===== config.mk =====
export PLATFORM = sky130hd
export DESIGN_NAME = multi_motor_ctrl
export DESIGN_NICKNAME = d
export VERILOG_FILES = /design/src/rtl/multi_motor_ctrl.sv
export SDC_FILE = /design/constraint.sdc
export NUM_CORES = 1
export LEC_CHECK = 0
export ABC_AREA = 0
export BUFFER_PORTS_ARGS = -buffer_cell sky130_fd_sc_hd__buf_2
export CORE_ASPECT_RATIO = 0.5
export CORE_UTILIZATION = 40
export CTS_BUF_LIST = sky130_fd_sc_hd__clkbuf_8
export CTS_CLUSTER_DIAMETER = 150
export DETAILED_ROUTE_END_ITERATION = 6
export PLACE_DENSITY = 0.65
export SLEW_MARGIN = 30
export SYNTH_ARGS = -nofsm -noshare
export SYNTH_HDL_FRONTEND = slang
export SYNTH_SLANG_ARGS = --single-unit
export TNS_END_PERCENT = 20

===== constraint.sdc =====
create_clock -name cclk -period 9.17 [get_ports cclk]
set_input_delay 0 -clock cclk [delete_from_list [all_inputs] [get_ports cclk]]
set_output_delay 0 -clock cclk [all_outputs]
set_load 0.005 [all_outputs]

===== src/rtl/multi_motor_ctrl.sv =====
// N-channel sign-magnitude H-bridge PWM driver with quadrature speed metering and a shared triangle sweep.
// Stall detection is compiled in only when STALL_DETECT_EN is defined; otherwise stall is tied low.
module multi_motor_ctrl #(
  parameter int NCH           = 2,
  parameter int W             = 8,
  parameter int WIN_CYCLES    = 1000000,
  parameter int TRI_DIV       = 4096,
  parameter int STALL_MIN     = 32,
  parameter int STALL_WINDOWS = 4
) (
  input  logic             cclk,
  input  logic             rstb,
  input  logic [2*NCH-1:0] mode,
  input  logic [NCH*W-1:0] velocity,
  input  logic [NCH-1:0]   enc_a,
  input  logic [NCH-1:0]   enc_b,
  output logic [NCH-1:0]   hb_ena,
  output logic [NCH-1:0]   hb_dir,
  output logic [NCH*W-1:0] speed,
  output logic             speed_valid,
  output logic [NCH-1:0]   stall
);
  localparam int MAXM = 2**(W-1) - 1;
  localparam int PW   = W - 1;
  localparam int AW   = $clog2(WIN_CYCLES + 1) + 1;
  localparam int CW   = ((AW > W) ? AW : W) + 1;
  localparam int WCW  = $clog2(WIN_CYCLES);
  localparam int TCW  = (TRI_DIV > 1) ? $clog2(TRI_DIV) : 1;

  localparam logic [PW-1:0]        PWM_LAST = PW'(MAXM - 1);
  localparam logic signed [W-1:0]  VAL_MAX  = W'(MAXM);
  localparam logic signed [W-1:0]  VAL_NEG  = W'(-MAXM);
  localparam logic signed [W-1:0]  VAL_MIN  = W'(-MAXM - 1);
  localparam logic signed [CW-1:0] SAT_HI   = CW'(MAXM);
  localparam logic signed [CW-1:0] SAT_LO   = CW'(-MAXM - 1);

  if (NCH < 1 || NCH > 8 || W < 4 || W > 16 || WIN_CYCLES < 4 || TRI_DIV < 1 ||
      STALL_WINDOWS < 1 || STALL_MIN < 0) begin : g_bad_params
    $error("multi_motor_ctrl: parameter out of range");
  end

  logic [PW-1:0]       pwm_cnt;
  logic                wrap;
  logic [WCW-1:0]      win_cnt;
  logic                win_end;
  logic signed [W-1:0] tri_val;
  logic                tri_up;
  logic [TCW-1:0]      tri_div;
  logic                tri_step;

  assign wrap     = (pwm_cnt == PWM_LAST);
  assign win_end  = (win_cnt == WCW'(WIN_CYCLES - 1));
  assign tri_step = (tri_div == TCW'(TRI_DIV - 1));

  function automatic logic [1:0] gray_pos(input logic [1:0] g);
    case (g)
      2'b00:   gray_pos = 2'd0;
      2'b01:   gray_pos = 2'd1;
      2'b11:   gray_pos = 2'd2;
      default: gray_pos = 2'd3;
    endcase
  endfunction

  always_ff @(posedge cclk or posedge rstb) begin
    if (rstb) begin
      pwm_cnt     <= '0;
      win_cnt     <= '0;
      speed_valid <= 1'b0;
    end else begin
      pwm_cnt     <= wrap ? '0 : pwm_cnt + 1'b1;
      win_cnt     <= win_end ? '0 : win_cnt + 1'b1;
      speed_valid <= win_end;
    end
  end

  // Each endpoint is reached once and left on the following step, so no value is held twice.
  always_ff @(posedge cclk or posedge rstb) begin
    if (rstb) begin
      tri_val <= '0;
      tri_up  <= 1'b1;
      tri_div <= '0;
    end else begin
      tri_div <= tri_step ? '0 : tri_div + 1'b1;
      if (tri_step) begin
        if (tri_up) begin
          if (tri_val == VAL_MAX) begin
            tri_val <= tri_val - 1'b1;
            tri_up  <= 1'b0;
          end else begin
            tri_val <= tri_val + 1'b1;
          end
        end else begin
          if (tri_val == VAL_NEG) begin
            tri_val <= tri_val + 1'b1;
            tri_up  <= 1'b1;
          end else begin
            tri_val <= tri_val - 1'b1;
          end
        end
      end
    end
  end

  for (genvar i = 0; i < NCH; i++) begin : g_ch
    logic [1:0]           m;
    logic                 active;
    logic signed [W-1:0]  cmd;
    logic [W-1:0]         cmd_neg;
    logic [PW-1:0]        cmd_mag;
    logic [PW-1:0]        mag;
    logic                 dir;
    logic                 ena_q;
    logic                 dir_q;
    logic [1:0]           sync1;
    logic [1:0]           sync2;
    logic [1:0]           prev_ab;
    logic [1:0]           diff;
    logic signed [AW-1:0] step;
    logic signed [AW-1:0] acc;
    logic signed [AW-1:0] sum;
    logic signed [CW-1:0] sum_x;
    logic signed [W-1:0]  sat_val;
    logic signed [W-1:0]  speed_q;
    logic                 stall_q;

    assign m       = mode[2*i +: 2];
    assign active  = (m == 2'b01) || (m == 2'b10);
    assign cmd     = (m == 2'b10) ? tri_val : velocity[W*i +: W];
    assign cmd_neg = -cmd;
    assign cmd_mag = (cmd == VAL_MIN) ? PW'(MAXM) :
                     (cmd[W-1] ? cmd_neg[PW-1:0] : cmd[PW-1:0]);

    // Position difference mod 4: +1 forward, 3 reverse, 0 idle, 2 both phases flipped (ignored).
    assign diff = gray_pos(sync2) - gray_pos(prev_ab);
    always_comb begin
      step = '0;
      if (diff == 2'd1)
        step = {{(AW-1){1'b0}}, 1'b1};
      else if (diff == 2'd3)
        step = '1;
    end

    assign sum   = acc + step;
    assign sum_x = CW'(sum);
    always_comb begin
      sat_val = sum_x[W-1:0];
      if (sum_x > SAT_HI)
        sat_val = VAL_MAX;
      else if (sum_x < SAT_LO)
        sat_val = VAL_MIN;
    end

    always_ff @(posedge cclk or posedge rstb) begin
      if (rstb) begin
        sync1   <= '0;
        sync2   <= '0;
        prev_ab <= '0;
        acc     <= '0;
        speed_q <= '0;
      end else begin
        sync1   <= {enc_a[i], enc_b[i]};
        sync2   <= sync1;
        prev_ab <= sync2;
        if (win_end) begin
          acc     <= '0;
          speed_q <= sat_val;
        end else begin
          acc     <= sum;
        end
      end
    end

    // Off clears immediately; a new command is only picked up on the period wrap.
    always_ff @(posedge cclk or posedge rstb) begin
      if (rstb) begin
        mag   <= '0;
        dir   <= 1'b0;
        ena_q <= 1'b0;
        dir_q <= 1'b0;
      end else begin
        if (!active) begin
          mag <= '0;
          dir <= 1'b0;
        end else if (wrap) begin
          mag <= cmd_mag;
          dir <= cmd[W-1];
        end
        ena_q <= active && !stall_q && (pwm_cnt < mag);
        dir_q <= active && dir;
      end
    end

`ifdef STALL_DETECT_EN
    localparam int SCW = $clog2(STALL_WINDOWS + 1);
    logic [SCW-1:0] stall_cnt;
    logic           stall_hit;

    assign stall_hit = (int'(mag) >= STALL_MIN) && (sat_val == '0);

    always_ff @(posedge cclk or posedge rstb) begin
      if (rstb) begin
        stall_cnt <= '0;
        stall_q   <= 1'b0;
      end else if (!active) begin
        stall_cnt <= '0;
        stall_q   <= 1'b0;
      end else if (win_end) begin
        if (stall_hit) begin
          if (int'(stall_cnt) < STALL_WINDOWS)
            stall_cnt <= stall_cnt + 1'b1;
          if (int'(stall_cnt) + 1 >= STALL_WINDOWS)
            stall_q <= 1'b1;
        end else begin
          stall_cnt <= '0;
        end
      end
    end
`else
    assign stall_q = 1'b0;
`endif

    assign hb_ena[i]       = ena_q;
    assign hb_dir[i]       = dir_q;
    assign speed[W*i +: W] = speed_q;
    assign stall[i]        = stall_q;
  end

endmodule

==> results of run 1 <==
-- placed cells by master (no fill, tap or decap), types with 6 or more instances in the layout --
cell type,Yosys,final
nand2_1,58,58
dfrtp_1,138,138
o41ai_1,6,6
a31oi_1,13,13
o21ai_0,15,15
nor2_1,106,106
inv_1,38,37
a211oi_1,17,17
a221oi_1,16,16
nor3_1,30,30
nand4_1,28,28
and3_1,15,15
or4_1,13,13
and4_1,9,9
xnor2_1,32,32
or3_1,9,9
dlygate4sd3_1,0,7
a22oi_1,9,9
a21oi_1,32,32
o211ai_1,6,6
nor2b_1,7,7
buf_2,10,46
nand3_1,30,30
xor2_1,41,41
inv_6,0,8
o31ai_1,13,13
clkbuf_8,0,17
nor4_1,28,28
and2_1,12,12
mux2i_1,19,19
ha_1,37,37
nand2b_1,7,7
-- metal layers --
metal	wire length (µm)	vias to the layer above
met1	9118	3358
met2	8956	213
met4	110	0
met3	880	14
li1	-	3350
met5	0	-
-- per-stage QoR --
step	setup WS [ns]	power, mW
3_3_place_gp	3.906	1.437
2_1_floorplan	4.456	1.320
3_5_place_dp	3.790	1.440
6_report	3.715	1.927
4_1_cts	3.760	1.931
5_1_grt	3.356	2.055
-- path summary, 6_finish.rpt --
kind | to | slack, ns | cells after the start
setup / recovery | g_ch[0].speed_q[3]$_DFFE_PP0P_ | 3.72 | 15
hold / removal | g_ch[0].mag[0]$_DFFE_PP0P_ | 0.05 | 3
setup reg to reg | g_ch[0].speed_q[3]$_DFFE_PP0P_ | 3.72 | 15
hold reg to reg | g_ch[0].sync2[1]$_DFF_PP0_ | 0.36 | 0
max in group asynchronous | g_ch[0].acc[16]$_DFF_PP0_ | 7.77 | 4
min in group asynchronous | g_ch[1].acc[0]$_DFF_PP0_ | 0.28 | 3
-- cell families after synthesis --
logic type,synth area share [%]
mux,2.505
xor+xnor,8.342
flops,40.99
compound gates,14.44
fa+ha+maj,5.453
simple gates,23.11
buf+inv,5.114
other cells,0.04417
-- worst max-delay path: stages (launching register included) --
cell and delay, ns:
dfrtp_1 0.38, inv_1 0.05, ha_1 0.29, ha_1 0.65
inv_1 0.35, nand2_1 0.56, xnor2_1 0.19, ha_1 0.33
nand4_4 0.19, or4_1 0.53, o211a_1 0.16, a2111oi_2 0.44
nand4_1 0.14, or4_4 0.54, o31ai_4 0.38, a21oi_1 0.13
-- flip-flops by register name, summed over array words and instances (netlist names), 4 cells and up --
| signal | flops |
|---|---|
| g_ch.acc | 42 |
| g_ch.mag | 14 |
| g_ch.prev_ab | 4 |
| g_ch.speed_q | 16 |
| g_ch.sync1 | 4 |
| g_ch.sync2 | 4 |
| pwm_cnt | 7 |
| tri_div | 12 |
| tri_val | 8 |
| win_cnt | 20 |
-- power groups by stage --
stage          Combinational [mW]  Sequential [mW]  Clock (mW)
2_1_floorplan               0.566            0.754           0
5_1_grt                     0.650            0.880       0.525
6_report                    0.585            0.862       0.480
4_1_cts                     0.580            0.855       0.496
3_5_place_dp                0.574            0.867           0
3_3_place_gp                0.570            0.867           0
-- area by class of cell --
class | instances | area (µm²)
fillers | 1957 | 11440
multi-input cells | 672 | 4579
flip-flops and latches | 139 | 3480
well taps | 273 | 341.6
repair buffers | 55 | 315.3
clock buffers | 17 | 234.0
inverters | 39 | 151.4
clock inverters | 15 | 147.6
==> reports/metrics.csv, run 1 <==
stage,metric,value,unit
die,die width,208.0,µm
sta,clk_skew,0.01943,ns
drt,Initial DRT Pass Iterations,6,
yosys,largest cells by area after synthesis,"dfrtp_1, ha_1, nor2_1",
sta,hold_ws,0.05232,ns
sta,Pins Over Slew Limit,0,
run,MaxCap Viol Count,0,
clock_tree,CTS resizes,0,
die,die height,105.0,µm
layout,layout cells sized above 1,11.63,%
global_route,met1 GRT Util,24.64,%
hold_path,HP Class,primary input to flop,
yosys,register area share after synthesis,40.99,%
worst_setup_path,CP Launch Point,g_ch[0].sync2[0]$_DFF_PP0_,
placed_design,Area after DPL,8797,µm²
worst_setup_path,Worst Path Max Fanout,18,
global_route,Total GRT Usage,18.19,%
clock_tree,CTS tree,built,
status,status,"complete, no violations",
layout,"Core Util, Final",44.69,%
placed_design,Final HPWL DP,13340,µm
clock_tree,clock latency on the worst-skew pair,0.44,ns
power_and_ir_drop,sw power,0.8069,mW
yosys,cell taking the most area after synthesis,dfrtp_1,
layout,final non-filler cell total,1210,
power_and_ir_drop,Gate power share,30.4,%
drt,via count of the routed design,6935,
die,initial core utilization,41.02,%
global_route,largest net degree at the start of global routing,91,
worst_setup_path,crit path launch type,flop,
power_and_ir_drop,Clk network pwr share,24.9,%
yosys,flip-flop and latch count after synthesis,139,
worst_setup_path,r2r startpoint,g_ch[0].sync2[0]$_DFF_PP0_,
clock_tree,clk root buf,clkbuf_8,
drt,residual DRC count,0,
power_and_ir_drop,switch share,41.87,%
yosys,Gate Count Post-Synth,910,
drt,ANT nets after route,0,
yosys,top-count cell post-synth,dfrtp_1,
clock_tree,Clock Tree Buf Depth,2,
worst_setup_path,worst setup path class,flop to flop,
yosys,Syn Area/Cell,9.329,µm²
yosys,"Distinct cells, synth",69,
worst_setup_path,CP endpoint kind,flop,
worst_setup_path,WP data required,9.48,ns
global_route,initial antenna violation count,0,
yosys,Synth Flop Type,dfrtp_1,
yosys,Yosys top cell area share,40.68,%
power_and_ir_drop,Lkg Pwr,4.041,nW
worst_setup_path,CP arrival,5.76,ns
clock_tree,# H-tree levels,4,
die,FP Rows,37,
sta,Hold Fails Final Rpt,0,
clock_tree,Setup Buffers After CTS,0,
power_and_ir_drop,PD cells,208.4,nW/µm²
power_and_ir_drop,sequential share of power,44.7,%
die,CORE AREA,20690,µm²
placed_design,RD Place Congestion,0.9360,
sta,crit share post-route,59.49,%
yosys,synth cell count leaders,"dfrtp_1, nor2_1, nand2_1, xor2_1",
sta,RSZ-0062 raised after global routing,false,
global_route,vias in the first global route,6680,
sta,final critical-path required period,5.455,ns
power_and_ir_drop,P_int,1.120,mW
drt,vias per inst,5.731,
sta,fmax,0.1833,GHz
global_route,met3 Use GR,2.946,%
drt,1st-iter DRT viols,540,
placed_design,placed insts,1171,
sta,TNS Setup,0,ns
placed_design,# port buffers,46,
layout,Area Overhead vs Synth,8.946,%
global_route,busiest grt layer,met2,
global_route,grt met2 use,29.99,%
hold_path,hold wc startpoint,velocity[0],
yosys,"EDFF count, synth",0,
clock_tree,clock sinks,139,
yosys,"FFs w/ async S/R, synth",100.0,%
yosys,Yosys Warn Count,0,
clock_tree,Clock transition at path regs,0.10,ns
layout,Post-Layout Inst Area,9249,µm²
clock_tree,Post-CTS Hold Fix Bufs,7,
sta,worst relative slew slack,38.83,%
power_and_ir_drop,worst vdd ir,0.08855,mV
global_route,GR Overflow Total,0,
die,Top Ports,49,
drt,WL/cell,15.76,µm
die,Total Die Area,21850,µm²
layout,Final nets,987,
yosys,mapped cell area,8489,µm²
drt,WL final,19070,µm
global_route,first-pass GRT wire length,32710,µm
layout,Diodes inserted,0,
clock_tree,CTS buffer count,17,
sta,worst-margin pin slew,0.9091,ns
sta,Final setup viols,0,
Power figures use the tool's default switching activity.
==> run 2, diff against run 1 <==
- ABC_AREA: 0 -> 1
- PLACE_DENSITY: 0.65 -> 0.67
- clock period: 9.17 -> 4.4 ns (I/O delays scaled with it)
==> run 2 against run 1 <==
The flow now finishes with violations (DRC). Cell count up 51%. Clock-buffer cell count up 2. Via count up 30%. Sequential power up 110%. Sequential share of layout area down 5.7 points. Critical path type unchanged.
==> reports/metrics.csv, run 2 <==
stage,metric,value,unit
power_and_ir_drop,Power Total,5.429,mW
power_and_ir_drop,worst vdd ir,0.2583,mV
layout,"commonest non-fill, non-tap cell in the layout",nand2_1,
sta,worst-margin pin slew,0.8029,ns
yosys,synth cell count leaders,"nand2_1, inv_1, dfrtp_1, nor2_1, nand3_1",
worst_setup_path,Worst Path Max Fanout,27,
die,initial core utilization,40.92,%
die,FP Rows,40,
placed_design,RD Place Congestion,0.9366,
drt,WL final,23940,µm
yosys,flip-flop and latch count after synthesis,139,
die,Total Die Area,25300,µm²
sta,Hold Fails Final Rpt,0,
yosys,"EDFF count, synth",0,
clock_tree,CTS buffer count,17,
worst_setup_path,r2r startpoint,g_ch[0].sync2[0]$_DFF_PP0_,
hold_path,hold wc startpoint,mode[2],
die,die height,113.0,µm
layout,register area,3480,µm²
placed_design,# port buffers,46,
sta,TNS Setup,0,ns
clock_tree,clk root buf,clkbuf_8,
yosys,Gate Count Post-Synth,1426,
yosys,Yosys top cell area share,35.06,%
placed_design,Final HPWL DP,17830,µm
die,CORE AREA,24070,µm²
yosys,largest cells by area after synthesis,"dfrtp_1, nand2_1, inv_1",
yosys,Yosys Warn Count,0,
layout,Final nets,1540,
yosys,mapped cell area,9851,µm²
yosys,top-count cell post-synth,nand2_1,
layout,Area Overhead vs Synth,10.66,%
status,status,"complete, but fails checks",
worst_setup_path,CP endpoint kind,flop,
layout,most frequent cells in the layout,"nand2_1, inv_1, dfrtp_1, nor2_1, nand3_1",
clock_tree,# H-tree levels,4,
sta,hold_ws,0.05208,ns
global_route,GR Overflow Total,0,
sta,Final setup viols,0,
layout,Largest regs,"g_ch.acc x42, win_cnt x20, g_ch.speed_q x16",
worst_setup_path,WP data required,4.74,ns
run,MaxCap Viol Count,0,
worst_setup_path,crit path launch type,flop,
global_route,largest net degree at the start of global routing,106,
yosys,"FFs w/ async S/R, synth",100.0,%
drt,Initial DRT Pass Iterations,7,
worst_setup_path,CP arrival,3.98,ns
hold_path,HP Class,primary input to flop,
status,violated checks,DRC,
sta,clk_skew,0.01415,ns
sta,worst relative slew slack,45.77,%
yosys,register area share after synthesis,35.32,%
worst_setup_path,CP Launch Point,g_ch[0].sync2[0]$_DFF_PP0_,
die,die width,223.9,µm
clock_tree,CTS tree,built,
global_route,first-pass GRT wire length,40950,µm
yosys,Synth Flop Type,dfrtp_1,
drt,WL/cell,13.10,µm
worst_setup_path,worst setup path class,flop to flop,
layout,area of the multi-input gates,5280,µm²
layout,Filler cells,2517,
drt,1st-iter DRT viols,598,
clock_tree,Clock transition at path regs,0.09,ns
sta,crit share post-route,82.75,%
sta,fmax,0.2747,GHz
clock_tree,Clock Tree Buf Depth,2,
layout,max reg flops,42,
clock_tree,clock latency on the worst-skew pair,0.47,ns
power_and_ir_drop,PD cells,498.0,nW/µm²
drt,ANT nets after route,0,
layout,register bank with the most flops,g_ch.acc,
global_route,initial antenna violation count,0,
yosys,cell taking the most area after synthesis,dfrtp_1,
clock_tree,clock sinks,139,
global_route,vias in the first global route,8546,
sta,final critical-path required period,3.641,ns
drt,via count of the routed design,9027,
power_and_ir_drop,Lkg Pwr,5.774,nW
sta,Pins Over Slew Limit,0,
yosys,"Distinct cells, synth",45,
sta,RSZ-0062 raised after global routing,false,
drt,residual DRC count,4,
drt,vias per inst,4.941,
global_route,Total GRT Usage,20.06,%
die,Top Ports,49,
yosys,Syn Area/Cell,6.908,µm²
layout,layout cells sized above 1,10.34,%
-- run 2: layout make-up --
| type | count | share of cell area (%) |
|---|---|---|
| multi-input combinational | 1019 | 48.44 |
| sequential | 139 | 31.92 |
| inverter | 237 | 8.253 |
| tap | 336 | 3.857 |
| timing repair buffer | 63 | 3.558 |
| clock buffer | 19 | 2.399 |
| clock inverter | 13 | 1.550 |
| antenna | 1 | 0.02296 |
-- run 2: stage by stage --
step	util, %	cell area [µm²]	std cells	setup WS (ns)
after CTS	45.26	10900	1826	0.7949
after global routing	45.27	10900	1826	0.3660
after global placement	42.96	10340	1782	0.8525
final	45.28	10900	1827	0.7592
after floorplan	-	9854	1427	0.6771
after detailed placement	42.97	10340	1782	0.8151
-- run 2: final timing paths --
kind                                             endpoint  slack [ns]  cells after the start
min                               g_ch[1].ena_q$_DFF_PP0_        0.05                      4
max in group asynchronous       g_ch[1].acc[17]$_DFF_PP0_        3.23                      4
max                        g_ch[0].speed_q[6]$_DFFE_PP0P_        0.76                     26
min reg2reg                    g_ch[1].sync2[0]$_DFF_PP0_        0.36                      0
max reg2reg                g_ch[0].speed_q[6]$_DFFE_PP0P_        0.76                     26
min in group asynchronous         g_ch[0].ena_q$_DFF_PP0_        0.22                      3
-- run 2: logic make-up (layout without fill, tap and decap cells) --
group,count (synthesis),count (layout),synth area share [%]
AND/OR/NAND/NOR,765,765,34.33
buffers and inverters,269,332,11.11
AO/OA/AOI/OAI,178,178,11.20
flip-flops,139,139,35.32
adder cells (fa/ha/maj),37,37,4.700
XOR/XNOR,37,37,3.290
other,1,3,0.03807
-- run 2: power by group --
group | total, mW | switching (mW) | internal [mW]
Combinational | 2.49 | 1.70 | 0.791
Sequential | 1.82 | 0.329 | 1.49
Clock | 1.12 | 0.531 | 0.594
-- run 2: timing repair --
item,in CTS,in global routing
resized for setup,0,0
endpoints found under the hold margin,114,0
setup buffers,0,0
hold buffers,12,0
-- run 2: critical path, stage by stage, from the launching register on --
cell and delay (ns):
dfrtp_1 0.38, inv_1 0.05, ha_1 0.29, ha_1 0.24, inv_1 0.09, nand2_1 0.07, nand2_1 0.06, nand2_1 0.07
nand2_4 0.25, nand3_1 0.13, nand2_1 0.11, inv_1 0.05, ha_1 0.18, inv_1 0.05, nand2_1 0.12, nand3_1 0.12
nand2_1 0.12, nand2_1 0.10, nand2_1 0.07, nand2_1 0.11, nand3_1 0.07, nand2_1 0.13, nand2_1 0.07, nor2_1 0.12
nand3_2 0.15, a21oi_4 0.22, a21oi_1 0.10
-- run 2: routing by layer --
| metal | GRT usage [%] | share of wire [%] | vias up |
|---|---|---|---|
| met5 | 0 | 0 | - |
| met4 | 6.530 | 1.2 | 0 |
| met3 | 4.025 | 5.4 | 25 |
| met2 | 32.77 | 45 | 238 |
| met1 | 26.74 | 48 | 4063 |
| li1 | - | - | 4701 |
